==> src/rtl/ula32_pkg.sv <==
// Shared definitions for the ula32 ALU and the arbiter that time-shares it.
package ula32_pkg;

    localparam int unsigned DATA_W = 32;

    typedef enum logic [1:0] {
        ALU_ADD = 2'b00,
        ALU_SUB = 2'b01,
        ALU_AND = 2'b10,
        ALU_OR  = 2'b11
    } alu_op_t;

    localparam int unsigned FLAG_N = 3;
    localparam int unsigned FLAG_Z = 2;
    localparam int unsigned FLAG_C = 1;
    localparam int unsigned FLAG_V = 0;

endpackage

==> src/rtl/ula32.sv <==
// Combinational 32-bit ALU: ADD/SUB/AND/OR with {N,Z,C,V} flags.
module ula32
    import ula32_pkg::*;
(
    input  logic [DATA_W-1:0] a,
    input  logic [DATA_W-1:0] b,
    input  logic [1:0]        alu_control,
    output logic [DATA_W-1:0] result,
    output logic [3:0]        alu_flags
);

    logic [DATA_W:0]   sum;
    logic [DATA_W-1:0] b_mux;
    logic              arith;
    alu_op_t           op;

    always_comb begin
        op    = alu_op_t'(alu_control);
        arith = ~alu_control[1];
        // Subtraction as a + ~b + 1, so C means "no borrow".
        b_mux = alu_control[0] ? ~b : b;
        sum   = {1'b0, a} + {1'b0, b_mux} + {{DATA_W{1'b0}}, alu_control[0]};

        case (op)
            ALU_ADD, ALU_SUB: result = sum[DATA_W-1:0];
            ALU_AND:          result = a & b;
            ALU_OR:           result = a | b;
            default:          result = '0;
        endcase

        alu_flags         = '0;
        alu_flags[FLAG_N] = result[DATA_W-1];
        alu_flags[FLAG_Z] = (result == '0);
        alu_flags[FLAG_C] = arith & sum[DATA_W];
        alu_flags[FLAG_V] = arith & ~(a[DATA_W-1] ^ b[DATA_W-1] ^ alu_control[0])
                                  & (a[DATA_W-1] ^ sum[DATA_W-1]);
    end

endmodule

==> src/rtl/ula32_arbiter_rr_arbiter.sv <==
// Combinational round-robin arbiter: one-hot grant searching upward from last+1.
module rr_arbiter #(
    parameter int unsigned NREQ = 2,
    parameter int unsigned IDW  = (NREQ > 1) ? $clog2(NREQ) : 1
) (
    input  logic [NREQ-1:0] req,
    input  logic [IDW-1:0]  last,
    output logic [NREQ-1:0] grant,
    output logic [IDW-1:0]  grant_idx
);

    logic           found;
    logic [IDW-1:0] idx;

    always_comb begin
        grant     = '0;
        grant_idx = '0;
        found     = 1'b0;
        idx       = '0;
        for (int unsigned off = 1; off <= NREQ; off++) begin
            idx = IDW'((32'(last) + off) % NREQ);
            if (!found && req[idx]) begin
                found      = 1'b1;
                grant[idx] = 1'b1;
                grant_idx  = idx;
            end
        end
    end

endmodule

==> src/rtl/ula32_arbiter.sv <==
// Shares one ula32 among NREQ valid/ready requesters: round-robin grant,
// operand register stage, result register stage, one op per cycle sustained.
module ula32_arbiter
    import ula32_pkg::*;
#(
    parameter int unsigned NREQ = 2,
    parameter int unsigned IDW  = (NREQ > 1) ? $clog2(NREQ) : 1
) (
    input  logic                   clk,
    input  logic                   rst_n,
    input  logic [NREQ-1:0]        req_valid,
    output logic [NREQ-1:0]        req_ready,
    input  logic [NREQ*DATA_W-1:0] req_a,
    input  logic [NREQ*DATA_W-1:0] req_b,
    input  logic [NREQ*2-1:0]      req_ctrl,
    output logic                   rsp_valid,
    input  logic                   rsp_ready,
    output logic [IDW-1:0]         rsp_id,
    output logic [DATA_W-1:0]      rsp_result,
    output logic [3:0]             rsp_flags
);

    logic              op_valid_q;
    logic [DATA_W-1:0] op_a_q;
    logic [DATA_W-1:0] op_b_q;
    logic [1:0]        op_ctrl_q;
    logic [IDW-1:0]    op_id_q;
    logic [IDW-1:0]    last_q;

    logic [NREQ-1:0]   grant;
    logic [IDW-1:0]    grant_idx;
    logic              out_free;
    logic              op_free;
    logic              accept;
    logic [DATA_W-1:0] alu_result;
    logic [3:0]        alu_flags;

    rr_arbiter #(
        .NREQ (NREQ),
        .IDW  (IDW)
    ) u_rr_arbiter (
        .req       (req_valid),
        .last      (last_q),
        .grant     (grant),
        .grant_idx (grant_idx)
    );

    ula32 u_ula32 (
        .a           (op_a_q),
        .b           (op_b_q),
        .alu_control (op_ctrl_q),
        .result      (alu_result),
        .alu_flags   (alu_flags)
    );

    always_comb begin
        out_free  = ~rsp_valid | rsp_ready;
        op_free   = ~op_valid_q | out_free;
        // Held low during reset so nothing is offered while state is being cleared.
        req_ready = grant & {NREQ{op_free & rst_n}};
        accept    = |req_ready;
    end

    always_ff @(posedge clk or negedge rst_n) begin
        if (!rst_n) begin
            op_valid_q <= 1'b0;
            op_a_q     <= '0;
            op_b_q     <= '0;
            op_ctrl_q  <= '0;
            op_id_q    <= '0;
            last_q     <= IDW'(NREQ - 1);
            rsp_valid  <= 1'b0;
            rsp_id     <= '0;
            rsp_result <= '0;
            rsp_flags  <= '0;
        end else begin
            if (accept) begin
                op_a_q    <= req_a[grant_idx*DATA_W +: DATA_W];
                op_b_q    <= req_b[grant_idx*DATA_W +: DATA_W];
                op_ctrl_q <= req_ctrl[grant_idx*2 +: 2];
                op_id_q   <= grant_idx;
                last_q    <= grant_idx;
            end
            op_valid_q <= accept | (op_valid_q & ~out_free);

            if (op_valid_q && out_free) begin
                rsp_valid  <= 1'b1;
                rsp_id     <= op_id_q;
                rsp_result <= alu_result;
                rsp_flags  <= alu_flags;
            end else if (out_free) begin
                rsp_valid <= 1'b0;
            end
        end
    end

endmodule

==> config.mk <==
export PLATFORM = sky130hd
export DESIGN_NAME = ula32_arbiter
export DESIGN_NICKNAME = d
export VERILOG_FILES = /design/src/rtl/ula32_pkg.sv /design/src/rtl/ula32.sv /design/src/rtl/ula32_arbiter_rr_arbiter.sv /design/src/rtl/ula32_arbiter.sv
export SDC_FILE = /design/constraint.sdc
export NUM_CORES = 1
export LEC_CHECK = 0
export CAP_MARGIN = 20
export CORE_MARGIN = 3
export CORE_UTILIZATION = 40
export DETAILED_ROUTE_END_ITERATION = 7
export PLACE_DENSITY = 0.68
export SYNTH_ARGS = -nofsm -noshare
export SYNTH_HDL_FRONTEND = slang
export SYNTH_HIERARCHICAL = 1
export SYNTH_SLANG_ARGS = --single-unit
==> constraint.sdc <==
create_clock -name clk -period 3.83 [get_ports clk]
set_input_delay 0.383 -clock clk [delete_from_list [all_inputs] [get_ports clk]]
set_output_delay 0.383 -clock clk [all_outputs]
set_load 0.01 [all_outputs]
# Word-level counts from Yosys, hierarchy flattened

Index checks and enable logic that the tools add are counted.

Register bits: 107
Logic and storage cells: 72
Output and inout port bits: 40

Equality and inequality tests: 3
$lt $le $gt $ge: 4
Shifts and indexed selects: 3
Reductions and logical operators: 10
Muxes and demuxes: 17
Bitwise gates (word level): 21
$add $sub $neg: 4

Operators by type and width:

| kind                                                                 | count |
|---|---|
| 64-bit by 7-bit indexed part select with 32-bit output               | 2 |
| 32-bit case mux with 3 select lines                                  | 1 |
| 32-bit by 32-bit adder with 33-bit output                            | 1 |
| 33-bit by 1-bit adder with 33-bit output                             | 1 |
| 32-bit AND                                                           | 1 |
| 32-bit logical NOT                                                   | 1 |
| 32-bit 2-to-1 mux                                                    | 1 |
| 32-bit NOT                                                           | 1 |
| 32-bit bitwise OR                                                    | 1 |
| 1-bit 2-to-1 mux                                                     | 11 |
| 1-bit AND                                                            | 5 |
| 1-bit NOT                                                            | 5 |
| 2-bit == test, second input constant                                 | 2 |
| 1-bit logical AND                                                    | 4 |
| 1-bit by 2-bit < comparator with 1-bit output, second input constant | 2 |
| 2-bit 2-to-1 mux                                                     | 2 |
| 2-bit OR reduction                                                   | 2 |
| 4-bit by 3-bit indexed part select with 2-bit output                 | 1 |
| 1-bit bitwise OR                                                     | 3 |
| 1-bit bitwise XOR                                                    | 3 |
| 1-bit adder, second input constant                                   | 2 |
| 2-bit AND                                                            | 1 |
| 1-bit demux with 1-bit select                                        | 2 |
| 2-bit by 1-bit == test with 1-bit output, second input constant      | 1 |
| 5 further kinds                                                      | 6 |

# Longest topological paths before layout

Gate-level depths: netlist of the first run.

Word-level depth: 11
Depth in mapped cells: 18

# Cells and area by module

Netlist of the first run, hierarchy kept.

Modules (own cells, without submodules):

| module        | times used | seq. area each (µm²) | cells each | area each (µm²) |
|---|---|---|---|---|
| ula32_arbiter | 1          | 2,678.8              | 305        | 4,967.3 |
| ula32         | 1          | 0.0                  | 467        | 3,214.3 |
| rr_arbiter    | 1          | 0.0                  | 4          | 26.3 |

# Least setup slack after synthesis of the first run

OpenSTA, ideal clock, no wires.

Path type: flip-flop to flip-flop
From: reg op_ctrl_q[0]
To: reg rsp_flags[2]
Setup time: 0.065 ns
Arrival time: 4.184 ns
Path buffers: 5
Clock period less this slack: 4.249 ns
Slack: -0.419 ns
Cell stages (with the launch flop): 18
Cells stage by stage: dfrtp_1 > buf_2 > buf_1 > buf_1 > clkbuf_1 > xor2_1 > ha_1 > buf_6 > a21o_1 > o21bai_1 > a221o_1 > or4_1 > and3_1 > nand4bb_1 > inv_1 > nand4_1 > nor4b_2 > mux2_2

Cells in the longest elaborated chain, start to end: 5

Ends and longest elaborated chain:

| item                                      | line                | text |
|---|---|---|
| from (decl)                               | ula32_arbiter.sv:26 | `logic [1:0] op_ctrl_q;` |
| from (signal assigned)                    | ula32_arbiter.sv:80 | `op_ctrl_q <= req_ctrl[grant_idx*2 +: 2];` |
| 32-bit 2-to-1 mux                         | ula32.sv:21         | `b_mux = alu_control[0] ? ~b : b;` |
| 32-bit by 32-bit adder with 33-bit output | ula32.sv:22         | `sum = {1'b0, a} + {1'b0, b_mux} + {{DATA_W{1'b0}}, alu_control[0]};` |
| 33-bit by 1-bit adder with 33-bit output  | ula32.sv:22         |  |
| 32-bit case mux with 3 select lines *     | ula32.sv:24         | `case (op)` |
| net alu_result[21]                        | ula32_arbiter.sv:35 | `logic [DATA_W-1:0] alu_result;` |
| 32-bit logical NOT *                      | ula32.sv:33         | `alu_flags[FLAG_Z] = (result == '0);` |
| net alu_flags[2]                          | ula32_arbiter.sv:36 | `logic [3:0] alu_flags;` |
| to (signal assigned)                      | ula32_arbiter.sv:90 | `rsp_flags <= alu_flags;` |
| to (decl)                                 | ula32_arbiter.sv:20 | `output logic [3:0] rsp_flags` |

The timed path passes the listed nets; every way through them passes the cells marked *.
A chain may end at the register's enable or synchronous reset.

# Worst setup path after layout of the first run

Same ends and word-level chain as after synthesis.

==> results.json, run 1 <==
{
  "start_util": 0.415,
  "finalCritPeriodShare": 0.969,
  "worst_slack_ns": 0.119,
  "numCtsBuffers": 9,
  "arrival_ns": 4.00,
  "avgSynthCellArea_sq_um": 10.6,
  "drtAntennaViolNets": 0,
  "worstMarginPinSlew_ns": 1.02,
  "multi_input_area_sq_um": 5320,
  "fp.dieH_microns": 149,
  "yosysWarningCount": 6,
  "core_area_sq_um": 19800,
  "yosys.area.top_type": "dfrtp_1",
  "wl_per_cell_microns": 17.1,
  "timing.final.max_slew_violations": 0,
  "setup_viol": 0,
  "grt.overflow.total": 0,
  "powerDensity_nw_per_um2": 937,
  "r2r-start": "op_ctrl_q[0]$_DFFE_PN0P_",
  "ys.flop_type": "dfrtp_1",
  "endpoint_kind": "register",
  "r2r_end": "rsp_flags[2]$_DFFE_PN0P_",
  "ys_types": 75,
  "drtPass1Iterations": 6,
  "finalHoldViolCount": 0,
  "yosysSeqAreaShare": 0.326,
  "die_width_microns": 149,
  "min_period_ns": 3.71,
  "insertedDiodeCount": 0,
  "yosysTopAreaCellShare": 0.323,
  "ir_drop_mv": 0.323,
  "leakage_nw": 4.33,
  "rows": 51,
  "cts_root_buf": "clkbuf_16",
  "synthArstFlopShare": 1.00,
  "wl_mm": 20.7,
  "num_vias": 6575,
  "grt_max_degree": 55,
  "synth_nets": 949,
  "synth_edf_count": 0,
  "critical_path.startpoint_type": "register",
  "grt.total_usage": 0.184,
  "portBuffers": 176,
  "ys_ff_latch": 107,
  "antenna_found_initial": 0,
  "finalSetupTns_ns": 0,
  "viasPerCell": 5.44,
  "clkLatencyLatePin_ns": 0.36,
  "fillCellCount": 1799,
  "dieArea_sq_um": 22300,
  "crit_required_ns": 4.12,
  "pre_cts_ws_ns": 0.102,
  "regArea_sq_um": 2680,
  "critPathKind": "register to register",
  "first_global_vias": 6511,
  "synth.area.top_cells": "dfrtp_1, mux2_2, mux2_4, ha_1, xor2_1",
  "fmax_ghz": 0.269,
  "hold_class": "primary input to async pin",
  "io_pins": 177,
  "area.growth.synth_to_final_pct": 30.4,
  "nets": 1111,
  "grt_pass1_wl_mm": 33.0,
  "gp_congestion": 0.877,
  "r2r_cells": 14,
  "worstPathMaxFanout": 8,
  "power_mw": 10.0,
  "outcome": "finished, final reports clean",
  "htree_num_levels": 3,
  "rrSetupSlack_ns": 0.12,
  "skew_ns": 0.0110,
  "slew_headroom": 0.320,
  "dp_hpwl_mm": 15.5,
  "syn-cell-area_sq_um": 8210,
  "drc": 0,
  "drive_above_1_share": 0.273,
  "clkSlewWorstSetupHoldPaths_ns": 0.07,
  "max-cap-violations": 0,
  "syn_inst": 776,
  "cts_tree": "built",
  "drt-initial-drc-count": 464,
  "cts.sinks": 107,
  "cts_buffer_depth": 2
}
cells in the final DEF (no fill, tap or decap), types with 12 or more instances in the layout:
master and count:
a21oi_1 33, buf_4 21, clkdlybuf4s50_1 175, dfrtp_1 104
ha_1 33, inv_1 14, maj3_1 22, mux2_2 131
mux2_4 40, nand2_1 50, nand4_1 13, nor2_1 36
o21ai_0 24, xnor2_1 12, xor2_1 42
metal layers:
layer / GRT usage / share of wire / vias up
met5: 0 / 0 / -
li1: - / - / 3177
met2: 0.296 / 0.47 / 161
met1: 0.256 / 0.47 / 3221
met4: 0.0384 / 0.0095 / 0
met3: 0.0419 / 0.052 / 16
where the power goes:
part           leakage (nW)  total (mW)  internal (mW)  switching [mW]
Sequential             1.25        2.02           1.60           0.423
Clock                 0.150       0.999          0.572           0.427
Combinational          2.93        7.01           3.29            3.72
critical path: stages, from the launching register on:
cell	delay (ns)
dfrtp_2	0.51
xor2_2	0.22
inv_1	0.08
fa_1	0.42
nand2b_2	0.24
a211oi_4	0.33
o211ai_1	0.19
a21oi_1	0.18
a311oi_1	0.06
and3_1	0.26
nor4_2	0.29
and4b_1	0.30
nand4_1	0.12
nor4b_2	0.26
mux2_2	0.18
flip-flops by register name, summed over array words and instances, names as in the netlist:
| register | cells |
|---|---|
| op_ctrl_q | 2 |
| op_a_q | 32 |
| rsp_id | 1 |
| op_b_q | 32 |
| rsp_flags | 4 |
| last_q | 1 |
| op_id_q | 1 |
| rsp_valid | 1 |
| op_valid_q | 1 |
| rsp_result | 32 |
cell type report:
cell class / instances / area share
inverters: 14 / 0.00491
clock buffers: 11 / 0.0217
flip-flops and latches: 107 / 0.251
clock inverters: 5 / 0.00725
multi-input cells: 605 / 0.497
repair buffers: 201 / 0.187
well taps: 265 / 0.0310
Yosys cell counts (all sizes together), types with 5 or more instances:
| library cell | count |
|---|---|
| nand4 | 13 |
| nor3 | 11 |
| a31oi | 6 |
| xor2 | 43 |
| nand2b | 7 |
| a21oi | 37 |
| mux2 | 171 |
| nand3 | 9 |
| and3 | 5 |
| o211ai | 10 |
| o21bai | 5 |
| nor3b | 7 |
| ha | 35 |
| xnor2 | 12 |
| maj3 | 23 |
| buf | 36 |
| o21ai | 40 |
| clkbuf | 14 |
| a211oi | 8 |
| nor4 | 6 |
| a21o | 10 |
| nand2 | 51 |
| inv | 14 |
| nor2 | 36 |
| dfrtp | 106 |
| o21a | 6 |
stage by stage:
step,hold WS [ns],util,cells,instance area (sq um)
after global routing,0.420,0.541,1208,10700
after global placement,0.241,0.515,1184,10200
after detailed placement,0.241,0.515,1184,10200
final,0.413,0.541,1208,10700
after CTS,0.411,0.531,1201,10500
after floorplan,0.0874,-,776,8220
worst max path at each step:
stage	slack (ns)	from	endpoint
after CTS	0.06	op_ctrl_q[0]$_DFFE_PN0P_	rsp_flags[2]$_DFFE_PN0P_
after detailed placement	0.10	op_ctrl_q[0]$_DFFE_PN0P_	rsp_flags[2]$_DFFE_PN0P_
after global routing	-0.06	op_ctrl_q[0]$_DFFE_PN0P_	rsp_flags[2]$_DFFE_PN0P_
final	0.12	op_ctrl_q[0]$_DFFE_PN0P_	rsp_flags[2]$_DFFE_PN0P_
after global placement	0.13	op_ctrl_q[0]$_DFFE_PN0P_	rsp_flags[2]$_DFFE_PN0P_
after floorplan	0.004	op_ctrl_q[0]$_DFFE_PN0P_	rsp_flags[2]$_DFFE_PN0P_
cell families after synthesis:
family                     synth area share
xor gates and xnor gates             0.0587
buffers and inverters                0.0427
AOI/OAI and AO/OA                     0.128
DFF                                   0.326
muxes                                 0.257
adders and majority gates            0.0840
and+or+nand+nor                       0.103
timing repair:
item / CTS / global route
setup buffers: 0 / 6
hold buffers: 1 / 0
hold endpoints to repair: 6 / 0
gates resized for setup: 0 / 24
endpoints found under the setup margin: 0 / 1
Power figures use the tool's default switching activity.
==> inputs of run 2 (changes only) <==
--- a/config.mk
+++ b/config.mk
@@ -6,7 +6,7 @@
 export NUM_CORES = 1
 export LEC_CHECK = 0
 export CAP_MARGIN = 20
-export CORE_MARGIN = 3
+export CORE_MARGIN = 2
 export CORE_UTILIZATION = 40
 export DETAILED_ROUTE_END_ITERATION = 7
 export PLACE_DENSITY = 0.68
==> run 2 against run 1 <==
Clock-buffer cell count is 2 lower. Worst setup slack better by 0.035 ns. Cell count is 0.41% higher. First-iteration DRC count is 27% lower. Worst hold slack worse by 0.0075 ns. Sequential cell count stayed put. Utilization is 0.98 points lower. Final area is 0.12% higher. Fmax is 0.94% higher. Combinational power is 1% higher. Sequential power hardly changed. Die area is 2.7% lower. Critical endpoint unchanged.
==> results.json, run 2 (synthesized netlist as in run 1, its figures left out) <==
{
  "layout_commonest_cell": "clkdlybuf4s50_1",
  "fp.dieH_microns": 147,
  "power_mw": 10.1,
  "arrival_ns": 3.98,
  "wl_mm": 20.5,
  "num_vias": 6534,
  "crit_family": "simple AND/OR/NAND/NOR gates",
  "worstPathMaxFanout": 6,
  "min_period_ns": 3.68,
  "area.growth.synth_to_final_pct": 30.5,
  "htree_num_levels": 3,
  "drtAntennaViolNets": 0,
  "grt.total_usage": 0.193,
  "holdWs_ns": 0.406,
  "drive_above_1_share": 0.283,
  "critPathKind": "register to register",
  "dp_hpwl_mm": 15.7,
  "powerDensity_nw_per_um2": 939,
  "drt-initial-drc-count": 337,
  "timing.final.max_slew_violations": 0,
  "final-instance-count-excl-fill": 1213,
  "utilization": 0.531,
  "start_util": 0.407,
  "clkSlewWorstSetupHoldPaths_ns": 0.08,
  "p_int_mw": 5.41,
  "switching_power_mw": 4.65,
  "core_area_sq_um": 20200,
  "hold_class": "primary input to async pin",
  "fmax_ghz": 0.272,
  "finalHoldViolCount": 0,
  "mostFrequentLayoutCells": "clkdlybuf4s50_1, mux2_2, dfrtp_1",
  "wl_per_cell_microns": 16.9,
  "max-cap-violations": 0,
  "drc": 0,
  "viasPerCell": 5.39,
  "comb_power_share": 0.707,
  "io_pins": 177,
  "gp_congestion": 0.880,
  "grt_max_degree": 55,
  "grt.overflow.total": 0,
  "first_global_vias": 6682,
  "swShare": 0.462,
  "post-place-cells": 1192,
  "seqPwrFrac": 0.203,
  "reg.largest.list": "op_a_q: 32 flops, op_b_q: 32 flops, rsp_result: 32 flops",
  "nets": 1111,
  "cp_slowest_stage_delay_ns": 0.52,
  "insertedDiodeCount": 0,
  "path_common_cell": "o21ai_1",
  "cts_tree": "built",
  "portBuffers": 176,
  "skew_ns": 0.0114,
  "rows": 52,
  "finalCritPeriodShare": 0.960,
  "grt_pass1_wl_mm": 34.1,
  "slew_headroom": 0.354,
  "dieArea_sq_um": 21700,
  "power.share.clock": 0.090,
  "pre_cts_ws_ns": -0.0975,
  "cts_root_buf": "clkbuf_16",
  "numCtsBuffers": 9,
  "cts_buffer_depth": 2,
  "worstMarginPinSlew_ns": 0.965,
  "setup_viol": 0,
  "path_buf_inv": 1,
  "drtPass1Iterations": 4,
  "cts.sinks": 107,
  "worst_slack_ns": 0.154,
  "ir_drop_mv": 0.322,
  "critical_path.startpoint_type": "register",
  "endpoint_kind": "register",
  "clkLatencyLatePin_ns": 0.36,
  "die_width_microns": 147,
  "leakage_nw": 4.31,
  "antenna_found_initial": 0,
  "outcome": "finished, final reports clean",
  "cpMaxStageDelayCell": "or4_1",
  "crit_required_ns": 4.13,
  "crit_chain": "buf_4 -> xor2_1 -> ha_1 -> a21oi_2 -> o21ai_1 -> xnor2_1 -> o21ai_1 -> or4_1 -> nor4_2 -> nor4b_4 -> and4b_2 -> nand4_1 -> nor4b_2 -> mux2_2"
}
==> run 2: final timing paths <==
| path | from | to | slack (ns) | cells past startpoint |
|---|---|---|---|---|
| max | op_ctrl_q[0]$_DFFE_PN0P_ | rsp_flags[2]$_DFFE_PN0P_ | 0.15 | 14 |
| min | rst_n | rsp_result[14]$_DFFE_PN0P_ | 0.41 | 2 |
| max reg2reg | op_ctrl_q[0]$_DFFE_PN0P_ | rsp_flags[2]$_DFFE_PN0P_ | 0.15 | 14 |
| min reg2reg | rsp_flags[1]$_DFFE_PN0P_ | rsp_flags[1]$_DFFE_PN0P_ | 0.51 | 1 |
| max in group asynchronous | rst_n | op_ctrl_q[0]$_DFFE_PN0P_ | 1.86 | 4 |
| min in group clk | rsp_flags[1]$_DFFE_PN0P_ | rsp_flags[1]$_DFFE_PN0P_ | 0.51 | 1 |
==> run 2: power groups by stage <==
stage	registers, mW	logic, mW	clock network [mW]
CTS	2.04	6.72	0.934
detailed placement	2.06	6.63	0
finish	2.04	7.11	0.908
floorplan	2.00	4.85	0
global route	2.12	7.81	0.984
global placement	2.05	6.62	0
==> run 2: final cells by class <==
class                      count  area [sq um]
tap                          270           338
timing repair buffer         201          1980
sequential                   107          2680
clock inverter                 7          60.1
fill                        1862          9450
multi-input combinational    605          5380
clock buffer                   9           225
inverter                      14          52.6
==> run 2: worst reg2reg max path: cells and delay by family, from the launching register on <==
| kind | cells | cell delay (ns) |
|---|---|---|
| XOR/XNOR | 2 | 0.32 |
| AND/OR/NAND/NOR | 6 | 1.67 |
| multiplexers | 1 | 0.18 |
| AO/OA/AOI/OAI | 3 | 0.41 |
| buffers and inverters | 1 | 0.18 |
| adder cells (fa/ha/maj) | 1 | 0.38 |
| flip-flops | 1 | 0.48 |
==> run 2: timing repair <==
action                                  4_1_cts  5_1_grt
endpoints found under the setup margin        1        2
setup buffers                                 0        4
pin swaps                                     0        8
resized for setup                             4       35
hold endpoints to repair                      8        0
hold buffers                                  1        0
==> run 2: layer usage <==
layer	vias up	track usage	wire length (microns)	share of wire
met5	-	0	0	0
met4	0	0.0380	231	0.011
met3	13	0.0401	822	0.040
met2	130	0.326	9850	0.48
met1	3205	0.258	9600	0.47
li1	3186	-	-	-
==> run 2: through the flow <==
stage / instance area, sq um / TNS [ns]
floorplan: 8220 / 0
CTS: 10500 / 0
global placement: 10200 / -0.00781
detailed placement: 10200 / -0.0975
global route: 10700 / -0.0223
finish: 10700 / 0
==> inputs of run 3 (changes only) <==
--- a/config.mk
+++ b/config.mk
@@ -10,6 +10,7 @@
 export CORE_UTILIZATION = 40
 export DETAILED_ROUTE_END_ITERATION = 7
 export PLACE_DENSITY = 0.68
+export REMOVE_ABC_BUFFERS = 1
 export SYNTH_ARGS = -nofsm -noshare
 export SYNTH_HDL_FRONTEND = slang
 export SYNTH_HIERARCHICAL = 1
==> run 3 against run 2 <==
Fmax is 0.49% higher. Critical endpoint unchanged. Power is 2.2% lower. Combinational power is 3% lower.
==> results.json, run 3 (synthesized netlist as in run 1, its figures left out) <==
{
  "min_period_ns": 3.66,
  "leakage_nw": 4.30,
  "grt_pass1_wl_mm": 33.5,
  "seqPwrFrac": 0.206,
  "dp_hpwl_mm": 15.2,
  "numCtsBuffers": 9,
  "clkLatencyLatePin_ns": 0.36,
  "fmax_ghz": 0.273,
  "drtAntennaViolNets": 0,
  "worstMarginPinSlew_ns": 0.994,
  "critPathKind": "register to register",
  "drtPass1Iterations": 5,
  "slew_headroom": 0.335,
  "cts.sinks": 107,
  "first_global_vias": 6512,
  "r2r-start": "op_ctrl_q[0]$_DFFE_PN0P_",
  "area.growth.synth_to_final_pct": 29.5,
  "swShare": 0.461,
  "finalSetupTns_ns": 0,
  "gp_congestion": 0.914,
  "crit_required_ns": 4.13,
  "drive_above_1_share": 0.267,
  "antenna_found_initial": 0,
  "cts_root_buf": "clkbuf_16",
  "max-cap-violations": 0,
  "drt-initial-drc-count": 320,
  "clkSlewWorstSetupHoldPaths_ns": 0.08,
  "core_area_sq_um": 20200,
  "mostFrequentLayoutCells": "clkdlybuf4s50_1, mux2_2, dfrtp_1",
  "insertedDiodeCount": 0,
  "comb_power_share": 0.703,
  "htree_num_levels": 3,
  "grt.overflow.total": 0,
  "worstPathMaxFanout": 6,
  "grt_max_degree": 62,
  "grt.total_usage": 0.189,
  "layout_commonest_cell": "clkdlybuf4s50_1",
  "io_pins": 177,
  "num_vias": 6485,
  "setup_viol": 0,
  "hold_class": "primary input to async pin",
  "arrival_ns": 3.95,
  "wl_per_cell_microns": 16.6,
  "die_width_microns": 147,
  "rrSetupSlack_ns": 0.17,
  "reg.largest.list": "op_a_q: 32 flops, op_b_q: 32 flops, rsp_result: 32 flops",
  "skew_ns": 0.0126,
  "rows": 52,
  "drc": 0,
  "power.share.clock": 0.091,
  "portBuffers": 176,
  "cts_tree": "built",
  "holdWs_ns": 0.149,
  "dieArea_sq_um": 21700,
  "cts_buffer_depth": 2,
  "r2r_end": "rsp_flags[2]$_DFFE_PN0P_",
  "endpoint_kind": "register",
  "start_util": 0.407,
  "wl_mm": 20.1,
  "outcome": "finished, final reports clean",
  "r2r_cells": 15,
  "finalHoldViolCount": 0,
  "p_int_mw": 5.30,
  "critical_path.startpoint_type": "register",
  "viasPerCell": 5.37,
  "switching_power_mw": 4.54,
  "ir_drop_mv": 0.335,
  "postLayoutCellArea_sq_um": 10600,
  "fp.dieH_microns": 147,
  "powerDensity_nw_per_um2": 926,
  "placed_area_sq_um": 10200,
  "finalCritPeriodShare": 0.955,
  "nets": 1106,
  "timing.final.max_slew_violations": 0
}
==> run 3: power groups by stage <==
stage | combinational (mW) | clock, mW | sequential (mW)
6_report | 6.92 | 0.896 | 2.02
5_1_grt | 7.60 | 0.973 | 2.10
4_1_cts | 6.64 | 0.932 | 2.03
3_5_place_dp | 6.57 | 0 | 2.05
3_3_place_gp | 6.56 | 0 | 2.03
2_1_floorplan | 4.61 | 0 | 2.10
==> run 3: worst max path at each step <==
stage	startpoint	slack, ns	end	depth (start not counted)
after floorplan	req_valid[1]	-2.37	op_a_q[0]$_DFFE_PN0P_	3
after global placement	op_ctrl_q[0]$_DFFE_PN0P_	-0.12	rsp_flags[2]$_DFFE_PN0P_	15
after detailed placement	op_ctrl_q[0]$_DFFE_PN0P_	-0.17	rsp_flags[2]$_DFFE_PN0P_	15
after CTS	op_ctrl_q[0]$_DFFE_PN0P_	0.04	rsp_flags[2]$_DFFE_PN0P_	15
after global routing	op_ctrl_q[0]$_DFFE_PN0P_	-0.03	rsp_flags[2]$_DFFE_PN0P_	14
final	op_ctrl_q[0]$_DFFE_PN0P_	0.17	rsp_flags[2]$_DFFE_PN0P_	15
==> run 3: what timing repair did <==
item / 4_1_cts / 5_1_grt
setup buffers: 0 / 3
resized for setup: 2 / 22
hold buffers: 0 / 0
pin swaps: 0 / 7
endpoints found under the setup margin: 1 / 2
==> run 3: critical path, stage by stage, from the launching register on <==
cell and delay, ns:
dfrtp_2 0.48, buf_4 0.19, xor2_1 0.16, ha_1 0.37, o211ai_1 0.21, buf_4 0.16
a211oi_4 0.05, o21ai_2 0.24, a21oi_1 0.15, or4_1 0.39, and3_1 0.20, nor3_1 0.20
and4b_1 0.27, nand4_1 0.11, nor4b_2 0.25, mux2_2 0.18
==> run 3: layer usage <==
layer / share of wire / vias to the layer above / GRT usage
met5: 0 / - / 0
met4: 0.0092 / 0 / 0.0404
met3: 0.045 / 15 / 0.0326
met2: 0.48 / 170 / 0.318
met1: 0.46 / 3119 / 0.256
li1: - / 3181 / -
==> run 3: metrics by stage <==
stage               power (mW)  setup slack (ns)  cells   util
detailed placement        8.62            -0.167   1189  0.505
global route              10.7           -0.0291   1208  0.527
floorplan                 6.72             -2.37    726      -
CTS                       9.60            0.0360   1205  0.520
global placement          8.59            -0.119   1189  0.505
finish                    9.84             0.171   1208  0.527
==> run 3: layout make-up <==
| cell class | count | area (sq um) |
|---|---|---|
| clock buffers | 11 | 243 |
| clock inverters | 5 | 42.5 |
| fillers | 1843 | 9540 |
| inverters | 14 | 52.6 |
| multi-input cells | 605 | 5320 |
| flip-flops and latches | 107 | 2680 |
| well taps | 270 | 338 |
| repair buffers | 196 | 1950 |
